**config.mk**
```make
export PLATFORM = sky130hd
export DESIGN_NAME = prach_cp_remove
export DESIGN_NICKNAME = d
export VERILOG_FILES = /design/src/rtl/prach_pkg.sv /design/src/rtl/prach_cp_remove.sv
export SDC_FILE = /design/constraint.sdc
export NUM_CORES = 1
export LEC_CHECK = 0
export BUFFER_PORTS_ARGS = -buffer_cell sky130_fd_sc_hd__buf_2
export CORE_ASPECT_RATIO = 2
export CORE_MARGIN = 5
export CORE_UTILIZATION = 30
export DETAILED_ROUTE_END_ITERATION = 8
export PLACE_DENSITY = 0.64
export SYNTH_ARGS = -nofsm -noshare
export SYNTH_HDL_FRONTEND = slang
export SYNTH_SLANG_ARGS = --single-unit
export TNS_END_PERCENT = 10
```
**constraint.sdc**
```tcl
create_clock -name clk -period 3.65 [get_ports clk]
set_clock_uncertainty 0.15 [all_clocks]
set_input_delay 0.5475 -clock clk [delete_from_list [all_inputs] [get_ports clk]]
set_output_delay 0.5475 -clock clk [all_outputs]
set_load 0.05 [all_outputs]
```
**src/rtl/prach_pkg.sv**
```systemverilog
// Shared PRACH front-end definitions: CP-removal FSM states, sample width
// and the format-0 default occasion lengths.
package prach_pkg;

  typedef enum logic [1:0] {
    CPR_IDLE = 2'd0,
    CPR_CP   = 2'd1,
    CPR_SEQ  = 2'd2
  } cpr_state_e;

  localparam int PRACH_WIDTH = 144;
  localparam int CP_LEN_F0   = 3168;
  localparam int SEQ_LEN_F0  = 24576;

endpackage

```
**src/rtl/prach_cp_remove.sv**
```systemverilog
// Drops the cyclic prefix of each PRACH occasion in the unstallable antenna
// stream and forwards the sequence words to the CP-buffer FIFO write port.
module prach_cp_remove
  import prach_pkg::*;
#(
  parameter int WIDTH = PRACH_WIDTH,
  parameter int CNT_W = 16
) (
  input  logic             clk,
  input  logic             rst_n,
  input  logic [CNT_W-1:0] cfg_cp_len,
  input  logic [CNT_W-1:0] cfg_seq_len,
  input  logic             s_valid,
  input  logic             s_sop,
  input  logic [WIDTH-1:0] s_data,
  output logic             m_valid,
  output logic [WIDTH-1:0] m_data,
  output logic             m_last,
  input  logic             m_ready,
  output logic             busy,
  output logic             ovf,
  output logic             sop_err
);

  localparam logic [CNT_W-1:0] CNT_ZERO = {CNT_W{1'b0}};
  localparam logic [CNT_W-1:0] CNT_ONE  = {{(CNT_W-1){1'b0}}, 1'b1};

  cpr_state_e       state_q, state_d, ph_state_s;
  logic [CNT_W-1:0] cnt_q, cnt_d, ph_cnt_s;
  logic [CNT_W-1:0] cp_last_q, cp_last_d, ph_cp_last_s;
  logic [CNT_W-1:0] seq_last_q, seq_last_d, ph_seq_last_s;
  logic             busy_q, sop_err_q, sop_err_d;
  logic             keep_s, last_s, load_s;
  logic             m_valid_q, m_valid_d, m_last_q, m_last_d, ovf_q, ovf_d;
  logic [WIDTH-1:0] m_data_q, m_data_d;

  // FSM next state: an s_sop word restarts the occasion and is itself
  // processed as word 0 of the CP (or SEQ when cp_len is 0) phase.
  always_comb begin
    state_d       = state_q;
    cnt_d         = cnt_q;
    cp_last_d     = cp_last_q;
    seq_last_d    = seq_last_q;
    sop_err_d     = 1'b0;
    keep_s        = 1'b0;
    last_s        = 1'b0;
    ph_state_s    = state_q;
    ph_cnt_s      = cnt_q;
    ph_cp_last_s  = cp_last_q;
    ph_seq_last_s = seq_last_q;
    if (s_valid && s_sop) begin
      sop_err_d     = (state_q != CPR_IDLE);
      ph_cnt_s      = CNT_ZERO;
      ph_cp_last_s  = cfg_cp_len - CNT_ONE;
      ph_seq_last_s = cfg_seq_len - CNT_ONE;
      cp_last_d     = ph_cp_last_s;
      seq_last_d    = ph_seq_last_s;
      if (cfg_seq_len == CNT_ZERO) begin
        ph_state_s = CPR_IDLE;
      end else if (cfg_cp_len == CNT_ZERO) begin
        ph_state_s = CPR_SEQ;
      end else begin
        ph_state_s = CPR_CP;
      end
    end else begin
      ph_state_s = state_q;
    end
    if (s_valid) begin
      case (ph_state_s)
        CPR_CP: begin
          if (ph_cnt_s == ph_cp_last_s) begin
            state_d = CPR_SEQ;
            cnt_d   = CNT_ZERO;
          end else begin
            state_d = CPR_CP;
            cnt_d   = ph_cnt_s + CNT_ONE;
          end
        end
        CPR_SEQ: begin
          keep_s = 1'b1;
          if (ph_cnt_s == ph_seq_last_s) begin
            last_s  = 1'b1;
            state_d = CPR_IDLE;
            cnt_d   = CNT_ZERO;
          end else begin
            state_d = CPR_SEQ;
            cnt_d   = ph_cnt_s + CNT_ONE;
          end
        end
        CPR_IDLE: begin
          state_d = CPR_IDLE;
          cnt_d   = CNT_ZERO;
        end
        default: begin
          state_d = CPR_IDLE;
          cnt_d   = CNT_ZERO;
        end
      endcase
    end else begin
      state_d = state_q;
    end
  end

  // FSM, counter, latched lengths and status flags
  always_ff @(posedge clk) begin
    if (!rst_n) begin
      state_q    <= CPR_IDLE;
      cnt_q      <= CNT_ZERO;
      cp_last_q  <= CNT_ZERO;
      seq_last_q <= CNT_ZERO;
      busy_q     <= 1'b0;
      sop_err_q  <= 1'b0;
    end else begin
      state_q    <= state_d;
      cnt_q      <= cnt_d;
      cp_last_q  <= cp_last_d;
      seq_last_q <= seq_last_d;
      busy_q     <= (state_d != CPR_IDLE);
      sop_err_q  <= sop_err_d;
    end
  end

  // A kept word loads only into an empty or draining register; else it is lost.
  always_comb begin
    load_s = keep_s & (~m_valid_q | m_ready);
    ovf_d  = keep_s & ~load_s;
    if (load_s) begin
      m_valid_d = 1'b1;
      m_data_d  = s_data;
      m_last_d  = last_s;
    end else if (m_valid_q && m_ready) begin
      m_valid_d = 1'b0;
      m_data_d  = m_data_q;
      m_last_d  = m_last_q;
    end else begin
      m_valid_d = m_valid_q;
      m_data_d  = m_data_q;
      m_last_d  = m_last_q;
    end
  end

  // Output register toward the FIFO write port
  always_ff @(posedge clk) begin
    if (!rst_n) begin
      m_valid_q <= 1'b0;
      m_data_q  <= {WIDTH{1'b0}};
      m_last_q  <= 1'b0;
      ovf_q     <= 1'b0;
    end else begin
      m_valid_q <= m_valid_d;
      m_data_q  <= m_data_d;
      m_last_q  <= m_last_d;
      ovf_q     <= ovf_d;
    end
  end

  assign m_valid = m_valid_q;
  assign m_data  = m_data_q;
  assign m_last  = m_last_q;
  assign busy    = busy_q;
  assign ovf     = ovf_q;
  assign sop_err = sop_err_q;

endmodule
```
==> impl_metrics.csv <==
group,metric,value,unit
outcome,outcome,"finished clean",
worst_setup_path,crit_start,"cfg_seq_len[7]",
yosys,synth.ff_latch_count,199,
worst_setup_path,crit_cells,12,
yosys,ys_warn_count,0,
global_route,grt-ovfl-total,0,
worst_setup_path,crit_end,"cnt_q[5]",
detailed_routing,detail-route-antenna-nets,0,
sta,hold_viol,0,
yosys,syn_area_per_cell,7.761,um2
layout,fill_cells,2839,
yosys,post_synth_edffs,0,
detailed_routing,drt-total-wl,29.02,mm
clock_network,cts_setup_buffers,0,
sta,achievable-frequency,302.4,MHz
worst_setup_path,reg2reg_setup_slack,0.66,ns
yosys,synth.net_count,1261,
power_and_ir_drop,peakVddDrop,0.3156,mV
worst_setup_path,crit_family,"simple AND/OR/NAND/NOR gates",
clock_network,cts.clk_slew.worst_paths,0.08,ns
worst_setup_path,max_fo_critical_path,8,
worst_setup_path,r2r_start,"cnt_q[0]",
sta,finalSetupViolations,0,
detailed_routing,post-route-drc-count,0,
yosys,syn-cell-area,8343,um2
detailed_routing,vias,8727,
clock_network,cts_buffers,17,
clock_network,post_cts_sizing,0,
yosys,synth.distinct_cells,67,
detailed_routing,detail_route.vias_per_cell,4.961,
global_route,grt_antenna_before_repair,1,
detailed_routing,drt_wl_cell,16.50,um
clock_network,count_of_hold_buffers_inserted_by_post_cts_repair,0,
floorplanning,design.die.area,31450,um2
clock_network,worst_skew_pair.late_latency,0.45,ns
clock_network,h-tree-depth,4,
global_route,largest_net_degree_at_the_start_of_global_routing,96,
placed_design,place_congestion,0.9036,
sta,worst_pin_slew,0.7811,ns
layout,num-nets-final,1580,
worst_setup_path,critical-path-slowest-cell,"or4_4",
yosys,yosys_most_used_dff,"dfxtp_1",
worst_setup_path,worstReg2RegEnd,"cnt_q[14]",
worst_setup_path,crit_path_start_kind,"input port",
worst_setup_path,reg2reg_depth,11,
power_and_ir_drop,p_leak,4.573,nW
yosys,async_reset_ff_share,0,%
global_route,grt_use_total,17.75,%
floorplanning,initial_core_util,30.29,%
clock_network,cts_tree,"yes",
worst_setup_path,critical_path_class,"input port to register",
sta,min_period,3.306,ns
power_and_ir_drop,p_total,4.379,mW
worst_setup_path,arrival,3.51,ns
floorplanning,die-height,245.8,um
job,maxcap_violations,0,
worst_setup_path,cp_cell_sequence,"buf_2 -> or4_4 -> or4_1 -> nor2_1 -> a21oi_1 -> a22oi_1 -> ha_1 -> inv_1 -> a41o_1 -> and2_4 -> or2_1 -> o31ai_1",
sta,rsz0062_at_grt,"no",
sta,slew_headroom,47.37,%
clock_network,clock_tree.buffer_depth,2,
floorplanning,placementRows,86,
worst_setup_path,end_kind,"register",
layout,syn_to_final_growth,33.46,%
placed_design,dp_hpwl,22.50,mm
placed_design,io_buffers,329,
global_route,grt_pass1_vias,8261,
yosys,post_synth_inst_count,1075,
layout,drive_gt1_share,29.80,%
clock_network,cts.sink_count,199,
yosys,sequential_share_of_the_synthesized_area,47.75,%
global_route,grt_first_pass_wirelength,43.70,mm
floorplanning,boundaryPins,330,
detailed_routing,drt_iter0_markers,423,
sta,worst_slack,0.3436,ns
worst_setup_path,timing.critical_path.slowest_cell_delay,0.52,ns
detailed_routing,dr.pass1.iters,5,
worst_hold_path,timing.hold.worst.class,"input port to register",
sta,maxSlewViolCount,0,
power_and_ir_drop,power_density,393.3,nW/um2
worst_setup_path,critical_path_buf_inv_count,2,
floorplanning,core_area,27550,um2
placed_design,dpl_worst_slack,-0.01945,ns
floorplanning,die-width,127.9,um
worst_setup_path,worstPathRequired,3.85,ns
clock_network,clock-root-buffer,"clkbuf_16",
sta,final_min_period_over_clock_period,90.59,%
worst min path at each step:
stage / slack [ns] / startpoint / to / cells past startpoint
final: 0.18 / s_data[41] / m_data[41] / 3
after global routing: 0.16 / s_data[102] / m_data[102] / 3
after CTS: 0.14 / s_data[102] / m_data[102] / 3
after detailed placement: 0.29 / m_data[96] / m_data[96] / 2
after global placement: 0.29 / m_data[117] / m_data[117] / 2
after floorplan: 0.32 / cnt_q[13] / cnt_q[13] / 1
cell usage after synthesis, types with 11 or more instances:
library cell | count | area, um2
dfxtp_1 | 199 | 3984
nor2_1 | 67 | 251.5
o21ai_0 | 21 | 105.1
a21oi_1 | 163 | 815.8
nand2_1 | 312 | 1171
nor3_1 | 18 | 90.09
clkbuf_1 | 51 | 191.4
xnor2_1 | 18 | 157.7
inv_1 | 25 | 93.84
nand2b_1 | 11 | 68.82
a211oi_1 | 20 | 150.1
buf_1 | 14 | 52.55
flip-flops by register name (all words and copies together), names as in the netlist:
register    flops
busy            1
cnt_q          16
cp_last_q      16
m_data        144
m_last          1
m_valid         1
ovf             1
seq_last_q     16
sop_err         1
state_q         2
layout by cell type, fill, tap and decap left out, drive strengths merged, types with 5 or more instances in the layout:
cell / n
a22oi: 5
buf: 370
nand3: 9
a31oi: 7
nor4: 8
nand2b: 11
or3: 6
nand2: 312
a211oi: 21
inv: 33
or4: 9
xnor2: 18
ha: 5
a21oi: 163
o21ai: 24
nand4: 6
xor2: 10
o31ai: 7
o22ai: 8
clkbuf: 17
nor3: 18
nor2: 67
nor2b: 7
dfxtp: 199
a311oi: 5
through the flow:
| stage | cells | hold WS, ns | TNS, ns | utilization (%) | area [um2] |
|---|---|---|---|---|---|
| 6_report | 1759 | 0.1757 | 0 | 40.42 | 11130 |
| 3_3_place_gp | 1727 | 0.2879 | 0 | 38.38 | 10570 |
| 4_1_cts | 1758 | 0.1426 | 0 | 40.41 | 11130 |
| 5_1_grt | 1759 | 0.1584 | 0 | 40.42 | 11130 |
| 3_5_place_dp | 1727 | 0.2934 | -0.03448 | 38.38 | 10570 |
| 2_1_floorplan | 1075 | 0.3156 | 0 | - | 8343 |
area by class of cell:
cell class                 count  area (um2)  area share [%]
timing repair buffer         370        2042           18.34
inverter                      26       100.1          0.8990
multi-input combinational    780        4005           35.97
clock inverter                14       135.1           1.214
sequential                   199        3984           35.78
tap                          352       440.4           3.956
clock buffer                  17       425.4           3.821
antenna                        1       2.502         0.02247
report_power, final:
group          total [mW]  switching, mW  internal, mW
clock                1.82          0.920         0.901
sequential           2.22         0.0225          2.19
combinational       0.342          0.188         0.154
metal layers:
metal | track usage (%) | share of wire, % | vias up
li1 | - | - | 4292
met2 | 32.57 | 52 | 338
met4 | 12.41 | 6.4 | 0
met1 | 17.46 | 35 | 4007
met5 | 0 | 0 | -
met3 | 3.457 | 6.4 | 90
worst min-delay path, delay by kind of cell:
family                 cells  cell delay, ns
buffers and inverters      1            0.09
AO/OA/AOI/OAI              1            0.05
AND/OR/NAND/NOR            1            0.04
cell families (layout without fill, tap and decap cells):
family,count (synthesis),in the layout,share of synthesized area (%)
buffers and inverters,96,427,4.499
flip-flops,199,199,47.75
other,0,1,0
AO/OA/AOI/OAI,273,273,19.63
multiplexers,2,2,0.2549
XOR/XNOR,28,28,2.939
adder cells (fa/ha/maj),5,5,0.7499
AND/OR/NAND/NOR,472,472,24.18
Note: power is estimated with default switching activity, not from simulation.
